File: src/rtl/grf_pkg.sv
// Shared definitions for the GRF write-port scheduler slice.
package grf_pkg;

  localparam int         REG_ADDR_W = 5;
  localparam int         NUM_REGS   = 32;
  localparam logic [4:0] ZERO_REG   = 5'd0;

  // One pending GRF write: destination, value and the PC that produced it.
  typedef struct packed {
    logic [REG_ADDR_W-1:0] addr;
    logic [31:0]           data;
    logic [31:0]           pc;
  } grf_wreq_t;

endpackage

File: src/rtl/grf_scoreboard.sv
// Busy scoreboard for registers waiting on a long-latency result.
// One set port (issue), one clear port (LU write), three read ports.
module grf_scoreboard
  import grf_pkg::*;
(
  input  logic                  clk,
  input  logic                  reset,
  input  logic                  set_en,
  input  logic [REG_ADDR_W-1:0] set_addr,
  input  logic                  clr_en,
  input  logic [REG_ADDR_W-1:0] clr_addr,
  input  logic [REG_ADDR_W-1:0] rs_addr,
  input  logic [REG_ADDR_W-1:0] rt_addr,
  input  logic [REG_ADDR_W-1:0] rd_addr,
  output logic                  rs_busy,
  output logic                  rt_busy,
  output logic                  rd_busy
);

  logic [NUM_REGS-1:0] busy_r;
  logic [NUM_REGS-1:0] busy_next_s;
  logic [NUM_REGS-1:0] set_mask_s;
  logic [NUM_REGS-1:0] clr_mask_s;

  // Next busy vector: clear the written register, set the newly issued one, $0 never busy.
  always_comb begin
    set_mask_s  = {{(NUM_REGS-1){1'b0}}, set_en} << set_addr;
    clr_mask_s  = {{(NUM_REGS-1){1'b0}}, clr_en} << clr_addr;
    busy_next_s = ((busy_r & ~clr_mask_s) | set_mask_s) & ~{{(NUM_REGS-1){1'b0}}, 1'b1};
  end

  // Busy state register; reset drops every pending mark.
  always_ff @(posedge clk or negedge reset) begin
    if (!reset) begin
      busy_r <= {NUM_REGS{1'b0}};
    end else begin
      busy_r <= busy_next_s;
    end
  end

  assign rs_busy = busy_r[rs_addr];
  assign rt_busy = busy_r[rt_addr];
  assign rd_busy = busy_r[rd_addr];

endmodule

File: src/rtl/grf_write_scheduler.sv
// Shares the GRF write port between the WB stage (fixed priority) and a
// one-entry buffered long-latency unit, and stalls issue on hazards
// against pending LU destinations or when the buffered result starves.
module grf_write_scheduler
  import grf_pkg::*;
#(
  parameter int STARVE_LIMIT = 4,
  parameter int CNT_W        = 3
)(
  input  logic        clk,
  input  logic        reset,
  input  logic        issue_valid,
  input  logic [4:0]  issue_rs,
  input  logic [4:0]  issue_rt,
  input  logic [4:0]  issue_rd,
  input  logic        issue_long,
  output logic        issue_stall,
  input  logic        wb_valid,
  input  logic [4:0]  wb_addr,
  input  logic [31:0] wb_data,
  input  logic [31:0] wb_pc,
  input  logic        lu_valid,
  output logic        lu_ready,
  input  logic [4:0]  lu_addr,
  input  logic [31:0] lu_data,
  input  logic [31:0] lu_pc,
  output logic        grf_we,
  output logic [4:0]  grf_waddr,
  output logic [31:0] grf_wdata,
  output logic [31:0] grf_pc
);

  localparam logic [CNT_W-1:0] STARVE_LIM_C = CNT_W'(STARVE_LIMIT);

  grf_wreq_t        buf_r;
  logic             buf_full_r;
  logic [CNT_W-1:0] cnt_r;

  logic wb_req_s;
  logic drain_s;
  logic capture_s;
  logic starve_s;
  logic set_en_s;
  logic rs_busy_s;
  logic rt_busy_s;
  logic rd_busy_s;

  // A WB request to $0 is treated as no request so the buffer can drain.
  assign wb_req_s  = wb_valid && (wb_addr != ZERO_REG);
  assign drain_s   = reset && buf_full_r && !wb_req_s;
  assign lu_ready  = reset && !buf_full_r;
  // LU results for $0 complete the handshake but are never stored.
  assign capture_s = lu_valid && lu_ready && (lu_addr != ZERO_REG);
  assign starve_s  = (cnt_r >= STARVE_LIM_C);

  // Stall on RAW/WAW against pending LU results or to force a WB bubble.
  assign issue_stall = !reset ||
                       (issue_valid && (rs_busy_s || rt_busy_s ||
                                        (issue_long && rd_busy_s) || starve_s));
  assign set_en_s    = issue_valid && !issue_stall && issue_long &&
                       (issue_rd != ZERO_REG);

  grf_scoreboard u_scoreboard (
    .clk      (clk),
    .reset    (reset),
    .set_en   (set_en_s),
    .set_addr (issue_rd),
    .clr_en   (drain_s),
    .clr_addr (buf_r.addr),
    .rs_addr  (issue_rs),
    .rt_addr  (issue_rt),
    .rd_addr  (issue_rd),
    .rs_busy  (rs_busy_s),
    .rt_busy  (rt_busy_s),
    .rd_busy  (rd_busy_s)
  );

  // Write-port mux: WB first, then the buffered LU result, else idle zeros.
  always_comb begin
    grf_we    = 1'b0;
    grf_waddr = 5'd0;
    grf_wdata = 32'd0;
    grf_pc    = 32'd0;
    if (!reset) begin
      grf_we = 1'b0;
    end else if (wb_req_s) begin
      grf_we    = 1'b1;
      grf_waddr = wb_addr;
      grf_wdata = wb_data;
      grf_pc    = wb_pc;
    end else if (buf_full_r) begin
      grf_we    = 1'b1;
      grf_waddr = buf_r.addr;
      grf_wdata = buf_r.data;
      grf_pc    = buf_r.pc;
    end else begin
      grf_we = 1'b0;
    end
  end

  // One-entry LU buffer: fill only when empty, empty only when it wins the port.
  always_ff @(posedge clk or negedge reset) begin
    if (!reset) begin
      buf_full_r <= 1'b0;
      buf_r      <= '{addr: 5'd0, data: 32'd0, pc: 32'd0};
    end else if (capture_s) begin
      buf_full_r <= 1'b1;
      buf_r      <= '{addr: lu_addr, data: lu_data, pc: lu_pc};
    end else if (drain_s) begin
      buf_full_r <= 1'b0;
    end else begin
      buf_full_r <= buf_full_r;
    end
  end

  // Starvation counter: counts cycles a held result loses to WB, saturating.
  always_ff @(posedge clk or negedge reset) begin
    if (!reset) begin
      cnt_r <= {CNT_W{1'b0}};
    end else if (!buf_full_r || drain_s) begin
      cnt_r <= {CNT_W{1'b0}};
    end else if (cnt_r < STARVE_LIM_C) begin
      cnt_r <= cnt_r + CNT_W'(1);
    end else begin
      cnt_r <= cnt_r;
    end
  end

endmodule

File: config.mk
export PLATFORM = sky130hd
export DESIGN_NAME = grf_write_scheduler
export DESIGN_NICKNAME = d
export VERILOG_FILES = /design/src/rtl/grf_pkg.sv /design/src/rtl/grf_scoreboard.sv /design/src/rtl/grf_write_scheduler.sv
export SDC_FILE = /design/constraint.sdc
export NUM_CORES = 1
export LEC_CHECK = 0
export CAP_MARGIN = 15
export CORE_MARGIN = 4
export CORE_UTILIZATION = 48
export CTS_CLUSTER_DIAMETER = 50
export DETAILED_ROUTE_END_ITERATION = 8
export GPL_ROUTABILITY_DRIVEN = 0
export PLACE_DENSITY = 0.95
export SYNTH_ARGS = -nofsm -noshare
export SYNTH_HDL_FRONTEND = slang
export SYNTH_SLANG_ARGS = --single-unit
File: constraint.sdc
create_clock -name clk -period 5.3 [get_ports clk]
set_input_delay 1.06 -clock clk [delete_from_list [all_inputs] [get_ports clk]]
set_output_delay 1.06 -clock clk [all_outputs]
set_load 0.005 [all_outputs]
==> results.cfg <==
[run_status]
status = finished, final reports clean

[layout]
final_area_um2 = 8522
drive_gt1_frac = 0.1564
fin_cells = 874
layout_commonest_cell = clkdlybuf4s50_1
fin_nets = 884
syn_to_final_growth_pct = 46.85
final_cell_mix = clkdlybuf4s50_1, dfrtp_1, a22o_1, mux2_2, o21ai_0

[critical_path]
cpMaxStageDelayCell = or4_1
rrSetupSlack_ns = 2.72
end_kind = output port
reg2reg_to = u_scoreboard.busy_r[9]$_DFF_PN0_
critPathKind = in2out
reg2reg_depth = 7
cp_slowest_stage_delay_ns = 0.57
cp.depth = 8
arrival_ns = 3.99
path_delay_family = buffers and inverters
critPathBufInv = 4
path_max_fanout = 17
cp-start-kind = input pin
worstPathRequired_ns = 4.24
crit_chain = clkdlybuf4s50_1 > or4_1 > o21ai_1 > buf_4 > and3_2 > buf_4 > a22o_1 > clkdlybuf4s50_1
r2r-start = u_scoreboard.busy_r[5]$_DFF_PN0_

[route]
routed_wl_um = 23840
vias = 5922
drc = 0
ant_nets = 0
wl_per_cell_um = 27.28
drtIter0Drc = 765
firstDrtPassIters = 6
vias_per_cell = 6.776

[power]
max-vdd-ir-drop_mv = 0.2569
power_frac_clock = 0.225
p_per_area_nw_per_um2 = 378.5
switching_share = 0.3408
intPower_uw = 2126
power_frac_seq = 0.434
switchingPower_uw = 1099
p_leak_uw = 0.003473
combPwrFrac = 0.341

[synthesis]
synth_nets = 676
synth.top_cell.area_share = 0.4485
synth_top_area_cell = dfrtp_1
ys_ff_latch = 104
syn-cell-area_um2 = 5803
synth.area.top_cells = dfrtp_1, mux2_2, a22o_1
synth-edff-count = 0
synth.yosys.seq_area_share = 0.4485
avgSynthCellArea_um2 = 11.25
synth_top_flop_cell = dfrtp_1
synthArstFlopShare = 1.000
synth_cell_types = 46
synthCells = 516
synth_warnings = 0

[sta]
finalClockSkew_ns = 0.01552
post-route-min-period_ns = 5.051
tightest_slew_ns = 0.8333
maxSlewViolCount = 0
fmax_ghz = 0.1980
hold_violations = 0
timing.slew.headroom = 0.4424
rsz0062_at_grt = no
fin_setup_tns_ns = 0
finalSetupViolCount = 0
post-route-period-util = 0.9531

[placement]
port_buffers = 230
dp.cells = 856
dpl-instance-area_um2 = 8192
hpwl_um = 16520

[run]
drv_cap = 0

[floorplanning]
die_x_um = 118.0
core_area_um2 = 11610
dieArea_um2 = 13910
io_pins = 231
die_h_um = 118.0
fp-row-count = 39
start_util = 0.4997

[clock_network]
post_cts_buffers = 0
htreeDepth = 3
cts_resized = 0
cts_buffer_depth = 2
hold_buffers = 0
cts_tree = built
clock-sinks = 104
cts_buffers = 9
cts-root-buf = clkbuf_16
clk_pin_slew_ns = 0.07
clk_latency_ns = 0.36

[global_routing]
grt.overflow.total = 0
grt_max_degree = 68
grt_usage = 0.3345
grt_pass1_vias = 6338
antenna_found_initial = 2
grt_pass1_wl_um = 36420

[min_path]
worst_hold_path.num_cells = 1
min_to = buf_r[30]$_DFFE_PN0P_
hold_path.class = reg2reg
hp-start = buf_r[30]$_DFFE_PN0P_
cells in the mapped netlist, types with 5 or more instances:
cell / instances
mux4_1: 6
o41ai_1: 17
nor2b_1: 5
clkbuf_1: 33
inv_1: 10
nor2_1: 21
dfrtp_1: 104
nand3b_1: 5
mux2i_1: 10
nand3_1: 17
a22o_1: 68
mux4_2: 11
mux2_2: 66
o21ai_0: 45
buf_2: 5
nand2_1: 36
power by group through the flow:
| stage | registers (uW) | logic, uW | clock network, uW |
|---|---|---|---|
| finish | 1400 | 1100 | 724 |
| global route | 1420 | 1170 | 761 |
| CTS | 1380 | 1090 | 730 |
| detailed placement | 1380 | 1060 | 0 |
| global placement | 1350 | 991 | 0 |
| floorplan | 1240 | 631 | 0 |
cell families after synthesis:
logic type	count (synthesis)	synth area share
XOR/XNOR	1	0.001510
AO/OA/AOI/OAI	154	0.1981
flip-flops	104	0.4485
AND/OR/NAND/NOR	111	0.09530
multiplexers	93	0.2152
adder cells (fa/ha/maj)	1	0.002156
buffers and inverters	52	0.03924
sequential cells by signal (all words and copies together) (netlist names):
signal	cells
u_scoreboard.busy_r	31
cnt_r	3
buf_r	69
buf_full_r	1
how the worst max path moves through the flow:
stage               endpoint        start  slack (ns)
2_1_floorplan  grf_wdata[10]   wb_addr[2]        1.48
3_3_place_gp     issue_stall  issue_rd[0]        0.52
3_5_place_dp     issue_stall  issue_rd[0]        0.41
4_1_cts         grf_waddr[2]   wb_addr[2]        0.32
5_1_grt          issue_stall  issue_rd[0]        0.22
6_report        grf_waddr[2]   wb_addr[2]        0.25
stage by stage:
stage / power, uW / hold WS, ns / setup WS (ns) / util
detailed placement: 2436 / 0.4981 / 0.4055 / 0.7053
CTS: 3200 / 0.5129 / 0.3183 / 0.7334
floorplan: 1873 / 0.4804 / 1.478 / -
global placement: 2336 / 0.4882 / 0.5198 / 0.7053
global route: 3345 / 0.5328 / 0.2242 / 0.7338
finish: 3226 / 0.5111 / 0.2487 / 0.7338
final cells by class:
type	instances	area, um^2
fill	689	3092
multi-input combinational	360	2993
sequential	104	2603
timing repair buffer	239	2380
clock buffer	9	225.2
tap	143	178.9
clock inverter	7	100.1
inverter	10	37.54
antenna	2	5.005
routing by layer:
layer  GRT usage  vias up  wire length, um
li1            -     2405                -
met1      0.3745     2870             7843
met2      0.5659      520            11570
met3      0.1259      127             3041
met4      0.1538        0             1384
met5           0        -                0
Power figures use the tool's default switching activity.
